File: config.mk
export PLATFORM = sky130hd
export DESIGN_NAME = sr_latch_bank_ctrl
export DESIGN_NICKNAME = d
export VERILOG_FILES = /design/src/rtl/sr_ctrl_pkg.sv /design/src/rtl/rr_arb2.sv /design/src/rtl/sr_latch_bank_ctrl.sv
export SDC_FILE = /design/constraint.sdc
export NUM_CORES = 1
export LEC_CHECK = 0
export ABC_AREA = 1
export ABC_CLOCK_PERIOD_IN_PS = 4800
export CAP_MARGIN = 20
export CORE_MARGIN = 3
export CORE_UTILIZATION = 50
export DETAILED_ROUTE_END_ITERATION = 8
export PLACE_DENSITY = 0.8
export SLEW_MARGIN = 0
export SYNTH_ARGS = -nofsm -noshare
export SYNTH_HDL_FRONTEND = slang
export SYNTH_SLANG_ARGS = --single-unit
File: constraint.sdc
create_clock -name clk -period 4.8 [get_ports clk]
set_clock_uncertainty 0.05 [all_clocks]
set_input_delay 0.96 -clock clk [delete_from_list [all_inputs] [get_ports clk]]
set_output_delay 0.96 -clock clk [all_outputs]
set_load 0.01 [all_outputs]
File: src/rtl/sr_ctrl_pkg.sv
// Shared types and constants for the SR latch bank controller.
//   state_e : write-sequence phases (idle, setup, enable pulse, hold, check)
//   NumReq  : number of requesters sharing the bank
//   max3    : largest of three cycle counts, sizes the phase counter
package sr_ctrl_pkg;

  localparam int unsigned NumReq = 2;

  typedef enum logic [2:0] {
    StIdle,
    StSetup,
    StPulse,
    StHold,
    StCheck
  } state_e;

  function automatic int unsigned max3(input int unsigned a, input int unsigned b,
                                       input int unsigned c);
    int unsigned m;
    m = (a > b) ? a : b;
    return (m > c) ? m : c;
  endfunction

endpackage

File: src/rtl/rr_arb2.sv
// Two-way round-robin arbiter (purely combinational).
//   i_req      : per-requester request
//   i_last_gnt : index of the requester granted most recently
//   o_gnt      : one-hot grant (all zero when nobody requests)
//   o_gnt_id   : index of the granted requester (0 when no grant)
module rr_arb2
  import sr_ctrl_pkg::*;
(
  input  logic [NumReq-1:0] i_req,
  input  logic              i_last_gnt,
  output logic [NumReq-1:0] o_gnt,
  output logic              o_gnt_id
);

  logic w_pref;

  // The requester after the last winner gets first refusal.
  assign w_pref = ~i_last_gnt;

  always_comb begin
    o_gnt    = '0;
    o_gnt_id = 1'b0;
    if (i_req[w_pref]) begin
      o_gnt[w_pref] = 1'b1;
      o_gnt_id      = w_pref;
    end else if (i_req[i_last_gnt]) begin
      o_gnt[i_last_gnt] = 1'b1;
      o_gnt_id          = i_last_gnt;
    end
  end

endmodule

File: src/rtl/sr_latch_bank_ctrl.sv
// Write sequencer for a bank of gated SR latches shared by two requesters.
// Each accepted write drives S/R on the addressed latch for a setup window,
// pulses that latch's enable, holds S/R, then reads q back and reports.
//   clk, rst_n          : clock, asynchronous active-low reset
//   req_valid/req_ready : per-requester handshake (ready only while idle)
//   req_addr            : requester i address at [i*AW +: AW]
//   req_data            : requester i bit value (1 = set, 0 = reset)
//   done/done_id/err    : one-cycle completion pulse, requester id, error flag
//   lat_s/lat_r/lat_c   : per-latch S, R and enable (all registered)
//   lat_q               : per-latch readback
module sr_latch_bank_ctrl
  import sr_ctrl_pkg::*;
#(
  parameter int unsigned N_LATCH   = 8,
  parameter int unsigned AW        = $clog2(N_LATCH),  // derived, leave at default
  parameter int unsigned SETUP_CYC = 1,
  parameter int unsigned PULSE_CYC = 2,
  parameter int unsigned HOLD_CYC  = 1
) (
  input  logic                 clk,
  input  logic                 rst_n,
  input  logic [NumReq-1:0]    req_valid,
  output logic [NumReq-1:0]    req_ready,
  input  logic [NumReq*AW-1:0] req_addr,
  input  logic [NumReq-1:0]    req_data,
  output logic                 done,
  output logic                 done_id,
  output logic                 err,
  output logic [N_LATCH-1:0]   lat_s,
  output logic [N_LATCH-1:0]   lat_r,
  output logic [N_LATCH-1:0]   lat_c,
  input  logic [N_LATCH-1:0]   lat_q
);

  localparam int unsigned MaxCyc = max3(SETUP_CYC, PULSE_CYC, HOLD_CYC);
  localparam int unsigned CntW   = $clog2(MaxCyc + 1);

  state_e              r_state, w_state_d;
  logic [CntW-1:0]     r_cnt, w_cnt_d;
  logic [AW-1:0]       r_addr, w_addr_sel, w_addr_n;
  logic                r_data, w_data_sel, w_data_n;
  logic                r_id, w_id_n;
  logic                r_oor, w_oor_sel, w_oor_n;
  logic                r_last_gnt;
  logic [NumReq-1:0]   w_gnt;
  logic                w_gnt_id;
  logic                w_idle, w_accept, w_drive, w_q_sel;
  logic [N_LATCH-1:0]  r_lat_s, r_lat_r, r_lat_c;
  logic [N_LATCH-1:0]  w_lat_s_d, w_lat_r_d, w_lat_c_d;
  logic                r_done, r_done_id, r_err;
  logic                w_done_d, w_err_d;

  rr_arb2 u_arb (
    .i_req      (req_valid),
    .i_last_gnt (r_last_gnt),
    .o_gnt      (w_gnt),
    .o_gnt_id   (w_gnt_id)
  );

  assign w_idle     = (r_state == StIdle);
  assign req_ready  = w_idle ? w_gnt : '0;
  assign w_accept   = w_idle & (|w_gnt);
  assign w_addr_sel = w_gnt_id ? req_addr[AW +: AW] : req_addr[0 +: AW];
  assign w_data_sel = req_data[w_gnt_id];
  assign w_oor_sel  = (32'(w_addr_sel) >= N_LATCH);

  // Transaction fields as they will be after this edge.
  assign w_addr_n = w_accept ? w_addr_sel : r_addr;
  assign w_data_n = w_accept ? w_data_sel : r_data;
  assign w_id_n   = w_accept ? w_gnt_id   : r_id;
  assign w_oor_n  = w_accept ? w_oor_sel  : r_oor;

  // Phase counter counts up from 0 on every state entry.
  always_comb begin
    w_state_d = r_state;
    w_cnt_d   = r_cnt + CntW'(1);
    unique case (r_state)
      StIdle: begin
        w_cnt_d = '0;
        if (w_accept) w_state_d = w_oor_sel ? StCheck : StSetup;
      end
      StSetup: begin
        if (r_cnt == CntW'(SETUP_CYC - 1)) begin
          w_state_d = StPulse;
          w_cnt_d   = '0;
        end
      end
      StPulse: begin
        if (r_cnt == CntW'(PULSE_CYC - 1)) begin
          w_state_d = StHold;
          w_cnt_d   = '0;
        end
      end
      StHold: begin
        if (r_cnt == CntW'(HOLD_CYC - 1)) begin
          w_state_d = StCheck;
          w_cnt_d   = '0;
        end
      end
      StCheck: begin
        w_state_d = StIdle;
        w_cnt_d   = '0;
      end
      default: begin
        w_state_d = StIdle;
        w_cnt_d   = '0;
      end
    endcase
  end

  // Latch outputs are computed from the next state so that they leave flops
  // in the same cycle the state changes; S/R persist unchanged across
  // setup, pulse and hold so enable never moves together with S/R.
  always_comb begin
    w_lat_s_d = '0;
    w_lat_r_d = '0;
    w_lat_c_d = '0;
    w_q_sel   = 1'b0;
    w_drive   = (w_state_d == StSetup) || (w_state_d == StPulse) || (w_state_d == StHold);
    for (int unsigned i = 0; i < N_LATCH; i++) begin
      if (w_addr_n == AW'(i)) begin
        w_lat_s_d[i] = w_drive & w_data_n;
        w_lat_r_d[i] = w_drive & ~w_data_n;
        w_lat_c_d[i] = (w_state_d == StPulse);
        w_q_sel      = lat_q[i];
      end
    end
    w_done_d = (w_state_d == StCheck);
    // q is sampled at the hold->check edge, well after enable has fallen.
    w_err_d  = w_oor_n | (w_q_sel != w_data_n);
  end

  always_ff @(posedge clk or negedge rst_n) begin
    if (!rst_n) begin
      r_state    <= StIdle;
      r_cnt      <= '0;
      r_addr     <= '0;
      r_data     <= 1'b0;
      r_id       <= 1'b0;
      r_oor      <= 1'b0;
      r_last_gnt <= 1'b1;
      r_lat_s    <= '0;
      r_lat_r    <= '0;
      r_lat_c    <= '0;
      r_done     <= 1'b0;
      r_done_id  <= 1'b0;
      r_err      <= 1'b0;
    end else begin
      r_state   <= w_state_d;
      r_cnt     <= w_cnt_d;
      r_addr    <= w_addr_n;
      r_data    <= w_data_n;
      r_id      <= w_id_n;
      r_oor     <= w_oor_n;
      if (w_accept) r_last_gnt <= w_gnt_id;
      r_lat_s   <= w_lat_s_d;
      r_lat_r   <= w_lat_r_d;
      r_lat_c   <= w_lat_c_d;
      r_done    <= w_done_d;
      r_done_id <= w_done_d & w_id_n;
      r_err     <= w_done_d & w_err_d;
    end
  end

  assign lat_s   = r_lat_s;
  assign lat_r   = r_lat_r;
  assign lat_c   = r_lat_c;
  assign done    = r_done;
  assign done_id = r_done_id;
  assign err     = r_err;

endmodule

# [Word level (Yosys, flattened, before mapping)]
# Cells that the tools add are included.
[word_totals] output_inout_bits=29 word_cells=112 input_bits=20 ff_bits=39
[op_classes] n_bitwise=8 addsub=1 n_reduce_logical=9 muxes=60 eq_ne=16 n_lt_le_gt_ge=5
[op_table] op="1-bit 2-to-1 mux" count=45
[op_table] op="3-bit by 2-bit == test with 1-bit output, second input constant" count=6
[op_table] op="3-bit 2-to-1 mux" count=6
[op_table] op="3-bit == test, second input constant" count=5
[op_table] op="3-bit case mux with 4 select lines" count=1
[op_table] op="2-bit 2-to-1 mux" count=5
[op_table] op="3-bit by 1-bit == test with 1-bit output, second input constant" count=3
[op_table] op="3-bit zero test" count=2
[op_table] op="1-bit by 2-bit less-than comparator with 1-bit output, second input constant" count=3
[op_table] op="1-bit AND" count=5
[op_table] op="2-bit case mux with 2 select lines" count=1
[op_table] op="2-bit OR reduction" count=2
[op_table] op="2-bit by 1-bit adder with 2-bit output, second input constant" count=1
[op_table] op="1-bit demux with 1-bit select" count=2
[op_table] op="2-bit by 1-bit == test with 1-bit output, second input constant" count=1
[op_table] op="1-bit greater-or-equal comparator, second input constant" count=2
[op_table] op="1-bit logical AND" count=2
[op_table] op="2-bit zero test" count=1
[op_table] op="1-bit logical OR" count=2
[op_table] op="1-bit NOT" count=2
[op_table] op="1-bit != test" count=1
[op_table] op="1-bit OR" count=1

# [Longest topological paths before layout]
# Gate-level depths: netlist of the first run.
[depth] word_depth=21 depth_mapped=16 depth_no_buf=16

# [Modules after synthesis]
# Synthesis of the first run repeated with hierarchy kept, for this count alone.
[unflattened] cells_unflattened=189 area_unflattened_um2=1780.5
[by_module_without_submodules] module="sr_latch_bank_ctrl" instances=1 area_per_inst_um2=1745.4 cells_each=184 seq_area_each_um2=977.2
[by_module_without_submodules] module="rr_arb2" instances=1 area_per_inst_um2=35.0 cells_each=5 seq_area_each_um2=0.0

# [Worst setup path before layout of the first run]
# Ideal clock, no wire load.
[synth_path] path_kind="input -> output" startpoint="input req_valid[0]" endpoint="output req_ready[1]" stages=5 arrival_time_ns=1.420 slack_ns=2.370 path_buffers=0 path_cell_list="inv_2 -> nand2_1 -> nand2_1 -> nand2_1 -> inv_1"
[synth_between] elab_chain_cells=5 word_cells_on_any_way=7 cone_classes="mux: 7"
[synth_lines] element="start, declared" line="sr_latch_bank_ctrl.sv:22" text="input logic [NumReq-1:0] req_valid,"
[synth_lines] element="1-bit 2-to-1 mux (not written as such) (2 in series)" line="rr_arb2.sv:26" text="end else if (i_req[i_last_gnt]) begin"
[synth_lines] element="2-bit 2-to-1 mux" line="rr_arb2.sv:26"
[synth_lines] element="2-bit 2-to-1 mux (*)" line="rr_arb2.sv:23" text="if (i_req[w_pref]) begin"
[synth_lines] element="2-bit 2-to-1 mux (*)" line="sr_latch_bank_ctrl.sv:61" text="assign req_ready = w_idle ? w_gnt : '0;"
[synth_lines] element="end, declared" line="sr_latch_bank_ctrl.sv:23" text="output logic [NumReq-1:0] req_ready,"
# Every way passes the cells marked *; elsewhere a longest branch is shown, timed or not. The select of a mux whose other input is x is not followed.

# [Worst setup path after layout of the first run]
[layout_path] startpoint="input req_valid[1]" endpoint="output req_ready[1]"
# The elaborated chain is that of the path after synthesis.

==> flow_summary.toml, run 1 <==
[run_status]
status = "completed"

[floorplan]
fp.dieH_um = 64.7
core_area_sq_um = 3180
num_rows = 20
ios = 49
die_x_um = 64.7
dieArea_sq_um = 4180
start_util_pct = 54.2

[clock_tree]
cts_tree = "done"
hold_buffers = 0
cts-resized-gates = 0
clkLatencyLatePin_ns = 0.34
cts_setup_buffers = 0
numCtsBuffers = 5
cts.path.max_buffers = 2
cts_sinks = 39
cts.reportedPaths.clkPinSlew_ns = 0.10
htree_levels = 2
root_buffer = "clkbuf_4"

[synthesis]
synth-main-ff-cell = "dfrtp_1"
syn_nets = 198
ys_seq_elements = 39
synth.top_cell.area_share_pct = 55.2
yosysMostFrequentCell = "dfrtp_1"
synth.largest_area_cell = "dfrtp_1"
synth_area_per_cell_sq_um = 9.89
yosysSeqAreaShare_pct = 56.8
synthArstFlopShare_pct = 100
synth_area_sq_um = 1720
synth_commonest_cells = "38 x dfrtp_1, 31 x nor2_1, 25 x nand2_1"
yosys_warnings = 0
syn_inst = 174
synth_edf_count = 0
synth_cell_types = 30
synth.area.top_cells = "dfrtp_1 55%, nor2_1 6.8%, nand2_1 5.5%"

[run]
maxCapViolCount = 0

[global_route]
grt_antenna_before_repair = 0
grt_use_met1_pct = 23.5
grtUsageMet3_pct = 8.15
track_usage_pct = 20.6
grt_pass1_vias = 1421
gr-usage-met2_pct = 33.9
grt_pass1_wl_um = 6390
grt_busiest_layer = "met2"
grt_max_degree = 40
gr-total-overflow = 0

[route]
routedWlPerCell_um = 13.9
drt_first_pass_iters = 4
wl_um = 3800
ant_nets = 0
drc = 0
drt_iter0_drc = 31
vias_per_cell = 4.94
vias = 1354

[placement]
dp.cells = 266
gp_congestion = 0.812
portBuffers = 48
dpl_cell_area_sq_um = 2250
place_hpwl_um = 2910

[timing]
period_share_pct = 73.1
hold_ws_ns = 0.440
finalSetupViolCount = 0
tightest_slew_ns = 0.828
fin_tns_setup_ns = 0
rsz0062_at_grt = "false"
slew_headroom_pct = 44.8
drv_slew = 0
fmax_ghz = 0.285
fin_crit_ns = 3.51
hold_violations = 0

[power]
powerDensity_nw_per_um2 = 640
p_leak_nw = 1.12
ir_worst_vdd_mv = 0.274

[layout]
final_cells = 274
fin_area_sq_um = 2300
fillers = 250
finalNetCount = 253
post-route-util_pct = 72.4
area_growth_pct = 33.7
drive_gt1_share_pct = 14.3
diodes = 0

[setup_path]
start_kind = "input port"
critPathArrivalTime_ns = 2.50
end_kind = "output port"
critPathMaxFanout = 5
worstPathRequired_ns = 3.79
crit_type = "input port to output port"

[worst_hold_path]
hold_path.class = "register to register"
kinds of logic after synthesis:
kind of cell | Yosys count | synth area share [%]
compound gates | 13 | 5.16
mux | 1 | 0.654
fa+ha+maj | 4 | 2.91
flops | 39 | 56.8
buf+inv | 27 | 6.47
simple gates | 90 | 28.1
sequential cells by signal (all words and copies together), names as in the netlist:
signal      count
done            1
done_id         1
err             1
lat_c           8
lat_r           8
lat_s           8
r_addr          3
r_cnt           2
r_data          1
r_id            1
r_last_gnt      1
r_oor           1
r_state         3
stage by stage:
stage / setup WS (ns) / total power [W]
6_report: 1.29 / 0.00147
5_1_grt: 1.21 / 0.00160
4_1_cts: 1.31 / 0.00149
3_5_place_dp: 1.32 / 0.00133
3_3_place_gp: 1.36 / 0.00129
2_1_floorplan: 2.37 / 0.00103
worst max-delay path: stages:
cell	delay, ns
clkdlybuf4s50_1	0.52
nand2_1	0.12
nand2_1	0.17
nand2_1	0.12
inv_1	0.08
clkdlybuf4s50_1	0.52
layout by cell type (no fill, tap or decap), drive strengths merged:
cell type / synthesis / routed
clkdlybuf4s50: 0 / 47
dfrtp: 38 / 38
nand2: 35 / 35
nor2: 32 / 32
inv: 26 / 26
nand3: 14 / 14
clkbuf: 0 / 7
o21ai: 6 / 6
ha: 4 / 4
a21oi: 4 / 4
nor3: 3 / 3
or2: 3 / 3
nand4: 2 / 2
clkinv: 1 / 2
o32ai: 1 / 1
nand3b: 1 / 1
o31ai: 1 / 1
mux2: 1 / 1
o21bai: 1 / 1
buf: 0 / 1
dfstp: 1 / 1
area by class of cell:
class	instances	area, sq um	area share (%)
Timing Repair Buffer	48	475	20.7
Clock inverter	1	5.00	0.217
Multi-Input combinational cell	108	633	27.5
Sequential cell	39	977	42.4
Tap cell	44	55.1	2.39
Inverter	27	111	4.84
Clock buffer	7	45.0	1.96
per-layer routing:
| layer | vias up | wire [um] |
|---|---|---|
| li1 | 652 | - |
| met3 | 7 | 358 |
| met1 | 645 | 1510 |
| met4 | 0 | 72 |
| met5 | - | 0 |
| met2 | 50 | 1860 |
power breakdown:
part | switching (W) | internal, W
combinational | 0.000511 | 0.000318
clock | 0.0000992 | 0.0000571
sequential | 0.0000504 | 0.000438
final timing paths:
kind	startpoint	to	slack, ns	cells past startpoint
max in group asynchronous	rst_n	lat_s[0]	3.53	1
worst max register to register	r_last_gnt	err	2.57	14
worst max-delay path	req_valid[1]	req_ready[1]	1.29	6
worst min register to register	r_oor	r_oor	0.44	2
worst min-delay path	r_oor	r_oor	0.44	2
min in group asynchronous	rst_n	r_cnt[0]	0.65	1
Note: power is estimated with default switching activity, not from simulation.
==> inputs of run 2 (changes only) <==
--- a/config.mk
+++ b/config.mk
@@ -6,12 +6,12 @@
 export NUM_CORES = 1
 export LEC_CHECK = 0
 export ABC_AREA = 1
-export ABC_CLOCK_PERIOD_IN_PS = 4800
+export ABC_CLOCK_PERIOD_IN_PS = 3500
 export CAP_MARGIN = 20
 export CORE_MARGIN = 3
-export CORE_UTILIZATION = 50
+export CORE_UTILIZATION = 47
 export DETAILED_ROUTE_END_ITERATION = 8
-export PLACE_DENSITY = 0.8
+export PLACE_DENSITY = 0.76
 export SLEW_MARGIN = 0
 export SYNTH_ARGS = -nofsm -noshare
 export SYNTH_HDL_FRONTEND = slang
==> constraint.sdc (replaced) <==
create_clock -name clk -period 3.5 [get_ports clk]
set_clock_uncertainty 0.05 [all_clocks]
set_input_delay 0.7 -clock clk [delete_from_list [all_inputs] [get_ports clk]]
set_output_delay 0.7 -clock clk [all_outputs]
set_load 0.01 [all_outputs]
==> flow_summary.toml, run 2 (synthesized netlist as in run 1, its figures left out) <==
[layout]
mostFrequentLayoutCell = "clkdlybuf4s50_1"
multiInputGateArea_sq_um = 633
post-route-util_pct = 67.9
seq_area_sq_um = 977
area_growth_pct = 35.7
fin_area_sq_um = 2340
diodes = 0
drive_gt1_share_pct = 14.3
finalNetCount = 253
final_cell_mix = "47 x clkdlybuf4s50_1, 38 x dfrtp_1, 31 x nor2_1, 25 x nand2_1, 22 x inv_1"
fillers = 274

[floorplan]
ios = 49
num_rows = 21
die_x_um = 66.5
start_util_pct = 50.0
core_area_sq_um = 3440
fp.dieH_um = 66.5
dieArea_sq_um = 4430

[timing]
setup_slack_ns = 0.538
fin_tns_setup_ns = 0
tightest_slew_ns = 0.817
period_share_pct = 84.6
hold_violations = 0
rsz0062_at_grt = "false"
slew_headroom_pct = 45.5
drv_slew = 0
fmax_ghz = 0.338
finalSetupViolCount = 0
fin_crit_ns = 2.96

[placement]
gp_congestion = 0.834
place_ws_ns = 0.543
place_hpwl_um = 2800
portBuffers = 48
dpl_cell_area_sq_um = 2250

[route]
wl_um = 3640
vias_per_cell = 4.91
vias = 1356
drt_iter0_drc = 85
ant_nets = 0
drc = 0
routedWlPerCell_um = 13.2
drt_first_pass_iters = 4

[power]
powerDensity_nw_per_um2 = 897
p_leak_nw = 1.14
ir_worst_vdd_mv = 0.389

[clock_tree]
cts_sinks = 39
cts.reportedPaths.clkPinSlew_ns = 0.07
hold_buffers = 0
clkLatencyLatePin_ns = 0.28
root_buffer = "clkbuf_8"
cts-resized-gates = 0
numCtsBuffers = 5
cts.path.max_buffers = 2
cts_tree = "done"
htree_levels = 2
cts_setup_buffers = 0

[global_route]
track_usage_pct = 19.1
grt_antenna_before_repair = 0
grt_max_degree = 40
grt_pass1_wl_um = 6310
gr-total-overflow = 0
grt_pass1_vias = 1323

[setup_path]
critPathMaxFanout = 5
critPathBufInv = 3
critPathArrivalTime_ns = 2.21
critical-path-top-delay-family = "buffers and inverters"
slowest_delay_ns = 0.53
start_kind = "input port"
worst_path_max_delay_cell = "clkdlybuf4s50_1"
cp_common_cell = "nand2_1"
crit_type = "input port to output port"
end_kind = "output port"
cp_cell_sequence = "clkdlybuf4s50_1 -> nand2_1 -> nand2_1 -> nand2_1 -> inv_1 -> clkdlybuf4s50_1"
worstPathRequired_ns = 2.75

[run]
maxCapViolCount = 0

[worst_hold_path]
hold_path.class = "register to register"

[run_status]
status = "completed"
[run 2: per-stage QoR]
| stage | total power, W | instances | hold slack, ns |
|---|---|---|---|
| 2_1_floorplan | 0.00142 | 174 | 0.354 |
| 3_3_place_gp | 0.00178 | 268 | 0.401 |
| 3_5_place_dp | 0.00183 | 268 | 0.402 |
| 4_1_cts | 0.00211 | 276 | 0.420 |
| 5_1_grt | 0.00226 | 276 | 0.441 |
| 6_report | 0.00210 | 276 | 0.419 |
[run 2: routing by layer]
metal	wire length, um	track usage [%]	share of wire [%]
met1	1490	24.7	41
met5	0	0	0
met3	140	4.22	3.8
met4	42	5.33	1.2
met2	1970	32.1	54
[run 2: final cells by class]
type,instances,share of cell area [%]
flip-flops and latches,39,41.8
multi-input cells,108,27.1
repair buffers,48,20.4
inverters,27,4.77
clock buffers,7,3.27
well taps,46,2.46
clock inverters,1,0.214
[run 2: power breakdown]
group          internal (W)  leakage (nW)  switching, W
logic              0.000437         0.575      0.000707
clock network      0.000140        0.0422      0.000140
registers          0.000602         0.518     0.0000699
[run 2: path summary, 6_finish.rpt]
path | startpoint | slack (ns) | end | cells past startpoint
max reg2reg | r_last_gnt | 1.29 | err | 16
max | req_valid[1] | 0.54 | req_ready[1] | 6
min reg2reg | r_oor | 0.42 | r_oor | 2
max in group asynchronous | rst_n | 2.42 | lat_r[5] | 1
min in group asynchronous | rst_n | 0.46 | done_id | 1
min | r_oor | 0.42 | r_oor | 2
[run 2: worst register-to-register path, delay by kind of cell (launching register included)]
family | cells | cell delay [ns]
flip-flops | 1 | 0.52
AO/OA/AOI/OAI | 1 | 0.13
AND/OR/NAND/NOR | 13 | 1.25
buffers and inverters | 2 | 0.16
